### src/rtl/mem_arbiter_pkg.sv
// mem_pkg: shared MMIO addresses, RAM owner encoding and word-address helper
package mem_pkg;
    localparam logic [31:0] ADDR_CONSOLE = 32'hFFFF0000;
    localparam logic [31:0] ADDR_EXIT    = 32'hABCD0000;

    typedef enum logic [1:0] {OWN_NONE, OWN_IF, OWN_D} owner_e;

    // Byte address to word index; callers truncate to the RAM address width,
    // which is what makes addresses wrap modulo the RAM size.
    function automatic logic [31:0] word_index(input logic [31:0] addr);
        return addr >> 2;
    endfunction
endpackage

### src/rtl/mem_arbiter_if.sv
// mem_core_if / mem_ram_if: core-side fetch+data bus and RAM-side bus
//   mem_core_if: if_req/if_addr -> if_gnt/if_rvalid/if_rdata (fetch),
//                d_req/d_we/d_be/d_addr/d_wdata -> d_gnt/d_rvalid/d_rdata (data);
//                master = core, slave = arbiter.
//   mem_ram_if:  en/we/be/addr/wdata -> rdata (1-cycle read latency);
//                master = arbiter, slave = RAM.
interface mem_core_if;
    logic        if_req;
    logic [31:0] if_addr;
    logic        if_gnt;
    logic        if_rvalid;
    logic [31:0] if_rdata;
    logic        d_req;
    logic        d_we;
    logic [3:0]  d_be;
    logic [31:0] d_addr;
    logic [31:0] d_wdata;
    logic        d_gnt;
    logic        d_rvalid;
    logic [31:0] d_rdata;

    modport master (
        output if_req, if_addr, d_req, d_we, d_be, d_addr, d_wdata,
        input  if_gnt, if_rvalid, if_rdata, d_gnt, d_rvalid, d_rdata
    );
    modport slave (
        input  if_req, if_addr, d_req, d_we, d_be, d_addr, d_wdata,
        output if_gnt, if_rvalid, if_rdata, d_gnt, d_rvalid, d_rdata
    );
endinterface

interface mem_ram_if #(parameter int MEMORY_BITS = 10);
    logic                   en;
    logic                   we;
    logic [3:0]             be;
    logic [MEMORY_BITS-1:0] addr;
    logic [31:0]            wdata;
    logic [31:0]            rdata;

    modport master (output en, we, be, addr, wdata, input rdata);
    modport slave  (input en, we, be, addr, wdata, output rdata);
endinterface

### src/rtl/mem_arbiter.sv
// mem_arbiter: shares one single-port word RAM between fetch and load/store, decodes console/exit MMIO
//   clk, rst_n          clock, async active-low reset
//   core (slave)        fetch and data request/grant/response bus
//   ram  (master)       synchronous single-port RAM bus
//   con_valid/con_data  one-cycle console byte strobe
//   exit_valid/exit_code sticky program-exit flag and code
module mem_arbiter
    import mem_pkg::*;
#(
    parameter int MEMORY_LEN   = 1024,
    parameter int MEMORY_BITS  = $clog2(MEMORY_LEN),
    parameter int STARVE_LIMIT = 4
) (
    input  logic        clk,
    input  logic        rst_n,
    mem_core_if.slave   core,
    mem_ram_if.master   ram,
    output logic        con_valid,
    output logic [7:0]  con_data,
    output logic        exit_valid,
    output logic [31:0] exit_code
);
    owner_e     owner_q, owner_d;
    logic [3:0] starve_q, starve_d;
    logic       mmio_q, we_q;
    logic       d_con, d_exit, d_mmio, live, starve_hit, d_ram_gnt, con_wr, exit_wr;

    always_comb begin
        d_con      = core.d_addr == ADDR_CONSOLE;
        d_exit     = core.d_addr == ADDR_EXIT;
        d_mmio     = d_con || d_exit;
        // Grants are suppressed while in reset and forever once the program has exited.
        live       = rst_n && !exit_valid;
        starve_hit = core.if_req && starve_q == 4'(STARVE_LIMIT);
        core.d_gnt = live && core.d_req && (d_mmio || !starve_hit);
        d_ram_gnt  = core.d_gnt && !d_mmio;
        // Fetch loses only to a data RAM request that is not being held off by the starve guard.
        core.if_gnt = live && core.if_req && !(core.d_req && !d_mmio && !starve_hit);
        ram.en     = d_ram_gnt || core.if_gnt;
        ram.we     = d_ram_gnt && core.d_we;
        ram.be     = ram.we ? core.d_be : 4'b0000;
        ram.addr   = ram.en ? MEMORY_BITS'(word_index(d_ram_gnt ? core.d_addr : core.if_addr)) : '0;
        ram.wdata  = ram.we ? core.d_wdata : '0;
        con_wr     = core.d_gnt && d_con && core.d_we;
        exit_wr    = core.d_gnt && d_exit && core.d_we;
        owner_d    = d_ram_gnt ? OWN_D : core.if_gnt ? OWN_IF : OWN_NONE;
        starve_d   = (!core.if_req || core.if_gnt) ? 4'd0 :
                     (d_ram_gnt && starve_q != 4'(STARVE_LIMIT)) ? starve_q + 4'd1 : starve_q;
        core.if_rvalid = owner_q == OWN_IF;
        core.if_rdata  = core.if_rvalid ? ram.rdata : '0;
        core.d_rvalid  = owner_q == OWN_D || mmio_q;
        core.d_rdata   = (owner_q == OWN_D && !we_q) ? ram.rdata : '0;
    end

    always_ff @(posedge clk or negedge rst_n) begin
        if (!rst_n) begin
            owner_q    <= OWN_NONE;
            starve_q   <= '0;
            mmio_q     <= 1'b0;
            we_q       <= 1'b0;
            con_valid  <= 1'b0;
            con_data   <= '0;
            exit_valid <= 1'b0;
            exit_code  <= '0;
        end else begin
            owner_q   <= owner_d;
            starve_q  <= starve_d;
            mmio_q    <= core.d_gnt && d_mmio;
            we_q      <= core.d_we;
            con_valid <= con_wr;
            if (con_wr) con_data <= core.d_wdata[7:0];
            // exit_wr needs a grant, and grants stop once exit_valid is set, so the code is captured once.
            if (exit_wr) begin
                exit_valid <= 1'b1;
                exit_code  <= core.d_wdata;
            end
        end
    end
endmodule
### src/flat_wrapper.sv
// flat-port wrapper written by rule: the top's interface ports become plain ports
module mem_arbiter_flat import mem_pkg::*;
#(
    parameter int MEMORY_LEN   = 1024,
    parameter int MEMORY_BITS  = $clog2(MEMORY_LEN),
    parameter int STARVE_LIMIT = 4
)
  (clk, rst_n, con_valid, con_data, exit_valid, exit_code, core_if_req, core_if_addr, core_d_req, core_d_we, core_d_be, core_d_addr, core_d_wdata, core_if_gnt, core_if_rvalid, core_if_rdata, core_d_gnt, core_d_rvalid, core_d_rdata, ram_en, ram_we, ram_be, ram_addr, ram_wdata, ram_rdata);
  mem_core_if core_i ();
  mem_ram_if #(.MEMORY_BITS(MEMORY_BITS)) ram_i ();
  input  logic clk;
  input  logic rst_n;
  output logic con_valid;
  output logic [7:0] con_data;
  output logic exit_valid;
  output logic [31:0] exit_code;
  input wire logic [$bits(core_i.if_req)-1:0] core_if_req;
  input wire logic [$bits(core_i.if_addr)-1:0] core_if_addr;
  input wire logic [$bits(core_i.d_req)-1:0] core_d_req;
  input wire logic [$bits(core_i.d_we)-1:0] core_d_we;
  input wire logic [$bits(core_i.d_be)-1:0] core_d_be;
  input wire logic [$bits(core_i.d_addr)-1:0] core_d_addr;
  input wire logic [$bits(core_i.d_wdata)-1:0] core_d_wdata;
  output wire logic [$bits(core_i.if_gnt)-1:0] core_if_gnt;
  output wire logic [$bits(core_i.if_rvalid)-1:0] core_if_rvalid;
  output wire logic [$bits(core_i.if_rdata)-1:0] core_if_rdata;
  output wire logic [$bits(core_i.d_gnt)-1:0] core_d_gnt;
  output wire logic [$bits(core_i.d_rvalid)-1:0] core_d_rvalid;
  output wire logic [$bits(core_i.d_rdata)-1:0] core_d_rdata;
  output wire logic [$bits(ram_i.en)-1:0] ram_en;
  output wire logic [$bits(ram_i.we)-1:0] ram_we;
  output wire logic [$bits(ram_i.be)-1:0] ram_be;
  output wire logic [$bits(ram_i.addr)-1:0] ram_addr;
  output wire logic [$bits(ram_i.wdata)-1:0] ram_wdata;
  input wire logic [$bits(ram_i.rdata)-1:0] ram_rdata;
  assign core_i.if_req = core_if_req;
  assign core_i.if_addr = core_if_addr;
  assign core_i.d_req = core_d_req;
  assign core_i.d_we = core_d_we;
  assign core_i.d_be = core_d_be;
  assign core_i.d_addr = core_d_addr;
  assign core_i.d_wdata = core_d_wdata;
  assign core_if_gnt = core_i.if_gnt;
  assign core_if_rvalid = core_i.if_rvalid;
  assign core_if_rdata = core_i.if_rdata;
  assign core_d_gnt = core_i.d_gnt;
  assign core_d_rvalid = core_i.d_rvalid;
  assign core_d_rdata = core_i.d_rdata;
  assign ram_en = ram_i.en;
  assign ram_we = ram_i.we;
  assign ram_be = ram_i.be;
  assign ram_addr = ram_i.addr;
  assign ram_wdata = ram_i.wdata;
  assign ram_i.rdata = ram_rdata;
  mem_arbiter #(.MEMORY_LEN(MEMORY_LEN), .MEMORY_BITS(MEMORY_BITS), .STARVE_LIMIT(STARVE_LIMIT)) u_core (.clk(clk), .rst_n(rst_n), .core(core_i), .ram(ram_i), .con_valid(con_valid), .con_data(con_data), .exit_valid(exit_valid), .exit_code(exit_code));
endmodule
### config.mk
export PLATFORM = sky130hd
export DESIGN_NAME = mem_arbiter_flat
export DESIGN_NICKNAME = d
export VERILOG_FILES = /design/src/rtl/mem_arbiter_pkg.sv /design/src/rtl/mem_arbiter_if.sv /design/src/rtl/mem_arbiter.sv /design/src/flat_wrapper.sv
export SDC_FILE = /design/constraint.sdc
export NUM_CORES = 1
export LEC_CHECK = 0
export ABC_AREA = 1
export CORE_MARGIN = 4
export CORE_UTILIZATION = 30
export DETAILED_ROUTE_END_ITERATION = 7
export GPL_ROUTABILITY_DRIVEN = 1
export PLACE_DENSITY = 0.83
export SETUP_SLACK_MARGIN = 0.05
export SLEW_MARGIN = 20
export SYNTH_ARGS = -nofsm -noshare
export SYNTH_HDL_FRONTEND = slang
export SYNTH_SLANG_ARGS = --single-unit
export TNS_END_PERCENT = 1
### constraint.sdc
create_clock -name clk -period 1.85 [get_ports clk]
set_input_delay 0.2775 -clock clk [delete_from_list [all_inputs] [get_ports clk]]
set_output_delay 0.2775 -clock clk [all_outputs]
set_load 0.05 [all_outputs]
==> flow_summary.yaml <==
timing:
  skew_ps: 4.335
  fmax_mhz: 474.8
  rsz0062_at_grt: "true"
  slew_headroom: 0.5752
  worstMarginPinSlew_ps: 637.2
  hold_viol: 0
  finalWorstSetupSlack_ps: -256.2
  final.period_utilization: 1.139
  layout_min_cycle_time_ps: 2106
  setup-violations-final: 58
  maxSlewViolCount: 0
route:
  viasPerCell: 4.566
  dr_wl_met3_um: 1171
  wl_per_cell_um: 16.67
  wl_met2_um: 8942
  first_pass_iters: 4
  wl_met1_um: 5312
  vias: 4424
  ant_nets: 0
  remaining_drc_errors: 0
  totalWireLength_um: 16150
  initialDrtViolationCount: 266
  highest_layer: "met4"
layout:
  area_growth_pct: 142.5
  drive_gt1_frac: 0.4478
  nets: 962
  stdcell_area_sq_um: 8283
  layout.filler_cells: 699
  stdcell_count: 969
  final_util: 0.7542
critical_path:
  r2r_start: "u_core.starve_q[0]"
  crit_type: "reg2out"
  critPathCaptureType: "output pin"
  worstReg2RegEnd: "u_core.exit_code[7]"
  crit_fanout: 7
  r2r_cells: 10
  rrSetupSlack_ps: 20
  worstPathRequired_ps: 1570
  crit_path_start_kind: "flop"
  worstPathArrival_ps: 1830
synthesis:
  netlist_area_sq_um: 3416
  synthDistinctLibCells: 31
  syn_nets: 626
  synth_seq_cells: 50
  yosys_warnings: 0
  synth-main-ff-cell: "dfrtp_1"
  syn-mean-instance-area_sq_um: 7.014
  synth_edf_count: 0
  async_flop_share: 1.000
  synth_cells: 487
  ys_seq_area_frac: 0.3663
clocking:
  hold_buffers: 0
  clock_latency_ps: 290
  htreeDepth: 2
  tritoncts: "done"
  clockRootBuffer: "clkbuf_16"
  clk_pin_slew_ps: 60
  clockBufferDepth: 2
  cts_buffers: 5
  cts_sinks: 50
place:
  gp_congestion: 0.9308
  placed_cells: 924
  hpwl_um: 12800
  portBuffers: 272
  dpl_worst_slack_ps: -459.9
  placed_area_sq_um: 7666
floorplan:
  die_area_sq_um: 13160
  io_pins: 295
  row_count: 38
  dieWidth_um: 114.7
  die_h_um: 114.7
  core_sq_um: 10980
  initial_core_util: 0.3110
power_and_ir_drop:
  irDropWorstVdd_mv: 0.3705
  p_leak_nw: 3.961
  power.density_nw_per_um2: 311.8
status:
  status: "finished with violations"
  violations: "setup timing"
global_routing:
  grt_pass1_vias: 4732
  antenna_found_initial: 5
  grt_max_degree: 51
  gr-total-overflow: 0
  track_usage: 0.2335
  grt_pass1_wl_um: 24210
worst_hold_path:
  min-delay-path-class: "in2async"
run:
  drv_cap: 0
-- layout make-up --
class,instances,area [sq um],area share
Antenna cell,5,12.51,0.001511
Clock buffer,6,128.9,0.01556
Clock inverter,2,37.54,0.004532
Inverter,106,420.4,0.05076
Multi-Input combinational cell,313,2115,0.2553
Sequential cell,50,1252,0.1512
Tap cell,140,175.2,0.02115
Timing Repair Buffer,347,4141,0.5000
-- through the flow --
step	setup TNS (ps)	power, mW	hold WS, ps
6_report	-11110	2.582	116.5
4_1_cts	-8883	2.603	150.0
2_1_floorplan	-8521	1.235	-18.09
3_5_place_dp	-29270	1.553	456.7
3_3_place_gp	-24730	1.541	454.2
5_1_grt	-15360	2.696	198.7
-- worst max-delay path by stage --
stage | cells past startpoint | to | slack (ps) | start
after floorplan | 10 | ram_wdata[10] | -160 | u_core.exit_valid
after detailed placement | 13 | ram_wdata[3] | -460 | core_d_addr[21]
final | 11 | ram_wdata[21] | -260 | u_core.starve_q[0]
after CTS | 11 | ram_wdata[21] | -250 | u_core.exit_valid
after global routing | 11 | ram_wdata[21] | -320 | u_core.starve_q[0]
after global placement | 12 | ram_addr[2] | -390 | core_d_addr[31]
-- critical path, cell delays in order, from the launching register on --
cell and delay (ps):
dfrtp_1 380, inv_2 70, ha_4 170, nand4_4 80
nand2_4 70, inv_4 60, nand2_4 70, inv_8 100
nand2_8 90, buf_16 190, nor2_4 110, buf_12 140
-- layout by cell type, fill, tap and decap left out, types with 28 or more instances in the layout --
cell	netlist	routed
buf_4	1	99
nor2_4	5	51
dlygate4sd2_1	0	28
dfrtp_1	50	49
buf_12	3	88
nor2_1	93	53
inv_1	101	91
nand2_1	101	89
clkdlybuf4s50_1	0	111
-- layer usage --
layer	up-vias	GRT usage
met3	43	0.05233
met5	-	0
met4	0	0.1025
met1	2066	0.2319
li1	2114	-
met2	201	0.4579
-- timing repair --
item                                    4_1_cts  5_1_grt
resized for setup                            79       15
pin swaps                                    30        9
hold endpoints to repair                      0        0
setup buffers                                23        5
endpoints found under the setup margin       82      116
gates cloned                                  4        0
-- kinds of logic after synthesis --
logic type	Yosys count	synth area share
compound gates	45	0.1011
flops	50	0.3663
xor+xnor	2	0.005129
simple gates	263	0.3505
fa+ha+maj	2	0.007325
buf+inv	125	0.1696
-- state kept, by name, indices dropped and copies added (netlist names) --
name	cells
u_core.we_q	1
u_core.mmio_q	1
u_core.exit_valid	1
u_core.exit_code	32
u_core.owner_q	2
u_core.con_valid	1
u_core.con_data	8
u_core.starve_q	4
-- where the power goes --
group / internal (mW) / leakage, nW / switching (mW)
clock network: 0.638 / 0.0771 / 0.391
logic: 0.253 / 3.19 / 0.206
registers: 1.09 / 0.691 / 0.000329
total: 1.99 / 3.96 / 0.597
-- synthesized netlist by cell type, types with 2 or more instances --
master,number,share of area
nand4_2,2,0.0073
inv_1,101,0.11
o21ai_2,24,0.062
buf_6,4,0.013
ha_1,2,0.0073
nand4_1,11,0.020
xor2_1,2,0.0051
buf_12,3,0.018
nor2_2,30,0.055
o21ai_0,8,0.012
a21oi_1,2,0.0029
inv_2,4,0.0044
nand2_1,101,0.11
o21ai_1,8,0.012
nor2_1,93,0.10
buf_8,2,0.0088
nor2_4,5,0.016
nand3_1,5,0.0073
nand2_2,13,0.024
buf_2,2,0.0029
dfrtp_1,50,0.37
clkbuf_1,6,0.0066
Note: power is estimated with default switching activity, not from simulation.
